<file path="src/rtl/bus_transfer_controller.sv">
// Command-driven transfer controller for a 4-entry register bank: MOVE, LOAD and READ
// sequenced by a three-state Moore FSM with latched command fields.
module bus_transfer_controller #(
  parameter int DATA_W = 16
) (
  input  logic              bus_controller_clock,
  input  logic              bus_controller_reset_n,
  input  logic              cmd_valid,
  output logic              cmd_ready,
  input  logic [1:0]        cmd_op,
  input  logic [1:0]        cmd_src,
  input  logic [1:0]        cmd_dst,
  input  logic [DATA_W-1:0] cmd_imm,
  output logic [DATA_W-1:0] rd_data,
  output logic              rd_valid,
  output logic              cmd_error,
  output logic              busy,
  output logic [7:0]        transfer_count,
  output logic [5:0]        register_addr,
  output logic [DATA_W-1:0] bus_register_input,
  output logic              bus_register_input_en,
  output logic              bus_register_out_en,
  input  logic [DATA_W-1:0] bus_register_output
);

  typedef enum logic [1:0] {
    IDLE      = 2'd0,
    READ_SRC  = 2'd1,
    WRITE_DST = 2'd2
  } state_t;

  localparam logic [1:0] OP_MOVE = 2'b00;
  localparam logic [1:0] OP_LOAD = 2'b01;
  localparam logic [1:0] OP_READ = 2'b10;
  localparam logic [1:0] OP_RSVD = 2'b11;

  state_t            state;
  state_t            state_nxt;
  logic [1:0]        op_q;
  logic [1:0]        src_q;
  logic [1:0]        dst_q;
  logic [DATA_W-1:0] hold_data;
  logic              accept;

  assign accept = cmd_valid && cmd_ready;

  always_ff @(posedge bus_controller_clock or negedge bus_controller_reset_n) begin
    if (!bus_controller_reset_n) begin
      state <= IDLE;
    end else begin
      state <= state_nxt;
    end
  end

  // Bus outputs depend only on state and latched fields, never on live cmd inputs.
  always_comb begin
    state_nxt             = state;
    cmd_ready             = 1'b0;
    busy                  = 1'b1;
    register_addr         = '0;
    bus_register_input    = '0;
    bus_register_input_en = 1'b0;
    bus_register_out_en   = 1'b0;
    case (state)
      IDLE: begin
        cmd_ready = 1'b1;
        busy      = 1'b0;
        if (cmd_valid) begin
          case (cmd_op)
            OP_MOVE, OP_READ: state_nxt = READ_SRC;
            OP_LOAD:          state_nxt = WRITE_DST;
            default:          state_nxt = IDLE;
          endcase
        end
      end
      READ_SRC: begin
        register_addr       = {4'b0000, src_q};
        bus_register_out_en = 1'b1;
        state_nxt           = (op_q == OP_MOVE) ? WRITE_DST : IDLE;
      end
      WRITE_DST: begin
        register_addr         = {4'b0000, dst_q};
        bus_register_input    = hold_data;
        bus_register_input_en = 1'b1;
        state_nxt             = IDLE;
      end
      default: begin
        busy      = 1'b0;
        state_nxt = IDLE;
      end
    endcase
  end

  always_ff @(posedge bus_controller_clock or negedge bus_controller_reset_n) begin
    if (!bus_controller_reset_n) begin
      op_q           <= OP_MOVE;
      src_q          <= '0;
      dst_q          <= '0;
      hold_data      <= '0;
      rd_data        <= '0;
      rd_valid       <= 1'b0;
      cmd_error      <= 1'b0;
      transfer_count <= '0;
    end else begin
      rd_valid  <= 1'b0;
      cmd_error <= 1'b0;
      if (accept) begin
        op_q  <= cmd_op;
        src_q <= cmd_src;
        dst_q <= cmd_dst;
        if (cmd_op == OP_LOAD) hold_data <= cmd_imm;
        if (cmd_op == OP_RSVD) cmd_error <= 1'b1;
      end
      if (state == READ_SRC) begin
        hold_data <= bus_register_output;
        if (op_q == OP_READ) begin
          rd_data  <= bus_register_output;
          rd_valid <= 1'b1;
        end
      end
      // Count on the edge leaving the last state of each command.
      if ((state == WRITE_DST) || (state == READ_SRC && op_q == OP_READ)) begin
        transfer_count <= transfer_count + 8'd1;
      end
    end
  end

endmodule

</file>
<file path="config.mk">
export PLATFORM = sky130hd
export DESIGN_NAME = bus_transfer_controller
export DESIGN_NICKNAME = d
export VERILOG_FILES = /design/src/rtl/bus_transfer_controller.sv
export SDC_FILE = /design/constraint.sdc
export NUM_CORES = 1
export LEC_CHECK = 0
export CORE_UTILIZATION = 60
export CTS_CLUSTER_DIAMETER = 150
export DETAILED_ROUTE_END_ITERATION = 8
export DONT_BUFFER_PORTS = 1
export PLACE_DENSITY = 0.87
export SYNTH_ARGS = -nofsm -noshare
export SYNTH_HDL_FRONTEND = slang
export SYNTH_SLANG_ARGS = --single-unit
</file>
<file path="constraint.sdc">
create_clock -name bus_controller_clock -period 2.1 [get_ports bus_controller_clock]
set_input_delay 0.42 -clock bus_controller_clock [delete_from_list [all_inputs] [get_ports bus_controller_clock]]
set_output_delay 0.42 -clock bus_controller_clock [all_outputs]
set_load 0.005 [all_outputs]
</file>
======== After elaboration in Yosys (flattened, before gate mapping) ========
Index checks and enable logic that the tools add are counted.
W data, S select, Z words.
word-level totals
  flip-flop bits (word level) ............. 50
  output and inout port bits .............. 52
  input bits .............................. 41
  logic and storage cells ................. 46
cells by class
  add/subtract/negate cells ............... 1
  multiplexer cells ....................... 17
  reduce and logical (&&, ||, !) cells .... 12
  equality and inequality tests ........... 7
operator list
  kind                   number
  $mux W16               4
  $pmux W2 S2            3
  $add A8 B1 Y8 const B  1
  $eq A2 B2 Y1 const B   4
  $mux W1                8
  $logic_not A2 Y1       3
  $eq A2 B1 Y1 const B   2
  $mux W2                2
  $reduce_and A2 Y1      2
  $reduce_bool A2 Y1     2
  $reduce_or A2 Y1       2
  $logic_and A1 B1 Y1    2
  $ne A2 B2 Y1 const B   1
  $logic_or A1 B1 Y1     1

======== Logic depth before layout (Yosys ltp) ========
Gate-level depths: netlist (run 1).
  depth after elaboration ................. 5
  depth in mapped cells ................... 8

======== Worst setup path after synthesis (run 1) ========
Ideal clock, no wire load.
  path type ............................... register to output
  start ................................... reg state[0]
  end ..................................... out bus_register_input[10]
  path buffers ............................ 2
  stages on the path, launching flop included .. 6
  data required time ...................... 1.680 ns
  slack ................................... 0.384 ns
  arrival time ............................ 1.296 ns
  cell sequence ........................... dfrtp_1 inv_1 ha_1 buf_1 clkbuf_1 and2_1
on the way
  cells in the longest elaborated chain, start to end .. 2
ends and longest elaborated chain
  what                    RTL line  text
  start, declared         37        state_t state;
  start signal, assigned  51        state <= state_nxt;
  $eq A2 B2 Y1            64        case (state)
  $mux W16                64
  end, declared           20        output logic [DATA_W-1:0] bus_register_input,
No other way between the ends.

======== Final worst setup path (run 1) ========
  start ................................... reg state[0]
  end ..................................... out register_addr[0]
on the way
  cells in the longest elaborated chain, start to end .. 2
  elaborated cells between the ends (all ways) .. 3
ends and longest elaborated chain
  what                                          RTL line  text
  $eq A2 B2 Y1 or $eq A2 B1 Y1 (tied branches)  64
  $pmux W2 S2 *                                 64
  end, declared                                 19        output logic [5:0] register_addr,
Mark *: on every way between the ends. The rest lies on a longest branch, timed or not.

==> impl_metrics.toml, run 1 <==
[run_status]
status = "finished, final reports clean"

[timing]
fin_ws_ns = 0.220
post-route-period-util = 0.895
slew_viol_final = 0
setup_tns_ns = 0
clock-skew-final_ns = 0.00434
finalCriticalPeriod_ns = 1.88
rsz0062_at_grt = "no"
hold_viol = 0
setup_viol = 0
max_freq_mhz = 532

[routing]
drtIter0Drc = 88
ant_nets = 0
drt_wl_total_mm = 4.63
dr.pass1.iters = 7
wl_per_cell_um = 16.3
drc = 0
num_vias = 1599
viasPerCell = 5.61

[global_route]
track_usage = 0.249
overflow = 0
grt_pass1_wl_mm = 7.72
grt_max_degree = 51
grt_antenna_before_repair = 0
grt_pass1_vias = 1612

[synthesis]
synthCells = 234
synth_cell_types = 33
syn_area_um2 = 2360
synth_edf_count = 0
synth_seq_area_share = 0.531
synth-async-reset-ratio = 1.00
ys_warn_count = 0
ys_ff_latch = 50
synth.avg_cell_area_um2 = 10.1
synthFlopType = "dfrtp_1"

[placement]
post-place-ws_ns = 0.275
hpwl_mm = 3.36
gp_congestion = 0.776
numPortBuffers = 0
dpl.cell_count = 275

[floorplan]
row_count = 22
initial_core_util = 0.634
coreArea_um2 = 3720
die_h_um = 64.7
ios = 93
dieWidth_um = 64.7
dieArea_um2 = 4180

[cells_and_area]
final_cell_mix = "nand2_1 (76), dfrtp_1 (50), o21ai_0 (17)"
final_nets = 282
fin_cells = 285
diodes = 0
drive_above_1_share = 0.0928
final_core_util = 0.672
final_common_cell = "nand2_1"
area_growth_pct = 6.05

[clock_network]
clock-sinks = 50
cts_buffers = 5
post_cts_resized = 0
clk_pin_slew_ns = 0.08
clk_latency_ns = 0.30
cts_hold_buf = 2
postCtsSetupRepairBufs = 0
htreeDepth = 2
ctsRootBufferMaster = "clkbuf_8"
cts_buffer_depth = 2
cts_tree = "done"

[pwr]
power.leakage_nw = 1.33
power.density_nw_per_um2 = 1370
clockPowerShare = 0.166
seqPwrFrac = 0.507
swShare = 0.373
p_int_w = 0.00214
vdd_ir_drop_max_mv = 0.865
p_switching_w = 0.00127
power.total_w = 0.00341
p_comb_frac = 0.327

[job]
maxCapViolCount = 0

[critical_path]
startpoint_type = "register"
crit_arrival_ns = 1.46
cp_max_fo = 9
worstSetupPathType = "reg -> out"
cp.required_ns = 1.68
worst_setup_path_end_kind = "output port"

[hold_path]
holdCritPathClass = "in -> reg"
[critical path: stages, from the launching register on]
cell and delay (ns):
dfrtp_1 0.41, inv_1 0.09, ha_1 0.21, buf_4 0.18
a22oi_1 0.19, nor2b_1 0.09
[path summary, 6_finish.rpt]
path | start | to | slack, ns | cells after the start
max in group asynchronous | bus_controller_reset_n | state[1] | 1.26 | 2
max | state[0] | register_addr[0] | 0.22 | 5
max reg2reg | state[0] | hold_data[0] | 0.26 | 6
min | bus_register_output[10] | rd_data[10] | 0.22 | 2
min reg2reg | rd_data[12] | rd_data[12] | 0.51 | 2
min in group asynchronous | bus_controller_reset_n | hold_data[15] | 0.62 | 2
[layer usage]
layer	track usage	wire (µm)	vias up
li1	-	-	750
met1	0.297	1860	768
met2	0.407	2260	69
met3	0.0845	387	12
met4	0.117	129	0
met5	0	0	-
[synthesized netlist by cell type, types with 2 or more instances]
cell / count / area share
mux2_2: 4 / 0.019
xor2_1: 4 / 0.015
nand2_1: 76 / 0.12
o21ai_0: 17 / 0.036
inv_1: 4 / 0.0064
clkbuf_1: 5 / 0.0080
and2_1: 16 / 0.042
buf_4: 5 / 0.016
a22oi_1: 2 / 0.0064
mux2i_1: 16 / 0.068
ha_1: 5 / 0.027
xnor2_1: 3 / 0.011
nand3_1: 2 / 0.0042
dfrtp_1: 50 / 0.53
a21oi_1: 2 / 0.0042
nor2b_1: 2 / 0.0053
nor2_1: 4 / 0.0064
buf_6: 2 / 0.0096
[area by class of cell]
type / instances / area [µm²]
timing repair buffer: 6 / 67.6
sequential: 50 / 1250
clock buffer: 7 / 86.3
multi-input combinational: 168 / 1010
inverter: 5 / 20.0
tap: 48 / 60.1
clock inverter: 1 / 5.00
fill: 309 / 1220
[power groups by stage]
stage,combinational (W),sequential (W),clock [W]
finish,0.00112,0.00173,0.000566
global route,0.00129,0.00178,0.000612
CTS,0.00113,0.00173,0.000579
detailed placement,0.00111,0.00175,0
global placement,0.00105,0.00172,0
floorplan,0.000912,0.00165,0
[kinds of logic (layout without fill, tap and decap cells)]
logic type	Yosys count	count (layout)	synth area share
and+or+nand+nor	109	109	0.229
DFF	50	50	0.531
AOI/OAI and AO/OA	23	23	0.0531
muxes	20	20	0.0871
buffers and inverters	19	19	0.0457
xor gates and xnor gates	7	7	0.0260
adders and majority gates	5	5	0.0266
other	1	4	0.00159
[sequential cells by signal, summed over array words and instances (netlist names)]
name / count
op_q: 2
transfer_count: 8
state: 2
dst_q: 2
src_q: 2
rd_data: 16
hold_data: 16
cmd_error: 1
rd_valid: 1
[per-stage QoR]
step / hold slack (ns) / area [µm²]
2_1_floorplan: 0.124 / 2370
3_3_place_gp: 0.125 / 2370
3_5_place_dp: 0.126 / 2370
4_1_cts: 0.215 / 2500
5_1_grt: 0.216 / 2500
6_report: 0.221 / 2500
No activity file was read; power rests on OpenSTA's default activity.
==> run 2, diff against run 1 <==
- SKIP_CTS_REPAIR_TIMING: not set -> 1
==> run 2 against run 1 <==
  * Largest power group unchanged
  * Global-route usage shrank 0.15 points
  * Largest cell class unchanged
  * Count of clock-buffer cells in the layout is the same
  * Final area is the same
  * Sequential power is essentially flat
  * Clock power is essentially flat
  * Highest routed layer unchanged
  * Final cell count is the same
==> impl_metrics.toml, run 2 (same netlist as run 1, synthesis figures left out) <==
[run_status]
status = "finished, final reports clean"

[critical_path]
crit_arrival_ns = 1.46
worstSetupPathType = "reg -> out"
startpoint_type = "register"
worst_setup_path_end_kind = "output port"
cp_max_fo = 9
cp.required_ns = 1.68

[global_route]
gr-max-usage-layer = "met2"
grt_max_degree = 51
met3_usage = 0.0845
track_usage = 0.248
grtUsageMet2 = 0.397
overflow = 0
grt_pass1_vias = 1583
grt_pass1_wl_mm = 7.65
grt_antenna_before_repair = 0
use_met1 = 0.300

[cells_and_area]
final_nets = 282
seq_area_um2 = 1250
final_cell_mix = "nand2_1 (76), dfrtp_1 (50), o21ai_0 (17)"
area_growth_pct = 6.05
diodes = 0
multi_input_area_um2 = 1010
n_fill_cell = 308
drive_above_1_share = 0.0928
final_common_cell = "nand2_1"
top_regs = "hold_data: 16 flops, rd_data: 16 flops, transfer_count: 8 flops"

[routing]
ant_nets = 0
dr.pass1.iters = 4
viasPerCell = 5.61
wl_per_cell_um = 16.2
drtIter0Drc = 93
num_vias = 1598
drc = 0
drt_wl_total_mm = 4.62

[pwr]
power.density_nw_per_um2 = 1370
swShare = 0.373
power.leakage_nw = 1.33
vdd_ir_drop_max_mv = 0.868
p_comb_frac = 0.328
p_int_w = 0.00214
clockPowerShare = 0.165
seqPwrFrac = 0.507
p_switching_w = 0.00127

[clock_network]
clk_latency_ns = 0.30
htreeDepth = 2
cts_buffers = 5
cts_tree = "done"
ctsRootBufferMaster = "clkbuf_8"
cts_buffer_depth = 2
clk_pin_slew_ns = 0.08
clock-sinks = 50

[floorplan]
row_count = 22
dieWidth_um = 64.7
die_h_um = 64.7
ios = 93
initial_core_util = 0.634
dieArea_um2 = 4180
coreArea_um2 = 3720

[timing]
hold_slack_ns = 0.222
max_freq_mhz = 533
finalCriticalPeriod_ns = 1.88
setup_viol = 0
clock-skew-final_ns = 0.00433
post-route-period-util = 0.893
hold_viol = 0
setup_tns_ns = 0
rsz0062_at_grt = "no"
slew_viol_final = 0

[placement]
hpwl_mm = 3.36
gp_congestion = 0.776
numPortBuffers = 0

[job]
maxCapViolCount = 0

[hold_path]
holdCritPathClass = "in -> reg"
run 2: layout make-up:
cell class / count / share of cell area
clock buffer: 7 / 0.0346
inverter: 5 / 0.00801
multi-input combinational: 168 / 0.404
clock inverter: 1 / 0.00200
timing repair buffer: 6 / 0.0270
sequential: 50 / 0.501
tap: 48 / 0.0240
run 2: routing by layer:
metal | vias up | wire [µm]
met3 | 14 | 414
li1 | 748 | -
met5 | - | 0
met2 | 74 | 2260
met4 | 0 | 136
met1 | 762 | 1810
run 2: per-stage QoR:
step / std cells / cell area [µm²] / power (W) / utilization / setup slack (ns)
after global routing: 285 / 2500 / 0.00368 / 0.672 / 0.0967
after floorplan: 237 / 2370 / 0.00257 / - / 0.384
final: 285 / 2500 / 0.00341 / 0.672 / 0.225
after CTS: 283 / 2460 / 0.00342 / 0.662 / 0.206
after global placement: 275 / 2370 / 0.00277 / 0.638 / 0.427
after detailed placement: 275 / 2370 / 0.00285 / 0.638 / 0.275
run 2: path summary, 6_finish.rpt:
check                                        start          endpoint  slack [ns]  depth (start not counted)
max                                       state[0]  register_addr[0]        0.22                          5
min in group asynchronous   bus_controller_reset_n     hold_data[15]        0.62                          2
min reg2reg                            rd_data[12]       rd_data[12]        0.51                          2
max in group asynchronous   bus_controller_reset_n         cmd_error        1.27                          2
max reg2reg                               state[0]      hold_data[0]        0.26                          6
min                        bus_register_output[10]       rd_data[10]        0.22                          2
run 2: power by group through the flow:
stage	registers (W)	clock network (W)	logic, W
2_1_floorplan	0.00165	0	0.000912
6_report	0.00173	0.000563	0.00112
5_1_grt	0.00178	0.000612	0.00129
3_3_place_gp	0.00172	0	0.00105
4_1_cts	0.00173	0.000579	0.00111
3_5_place_dp	0.00175	0	0.00111
run 2: critical path, cell delays in order (launching register included):
cell and delay, ns:
dfrtp_1 0.41, inv_1 0.09, ha_1 0.21, buf_4 0.18, a22oi_1 0.18, nor2b_1 0.08
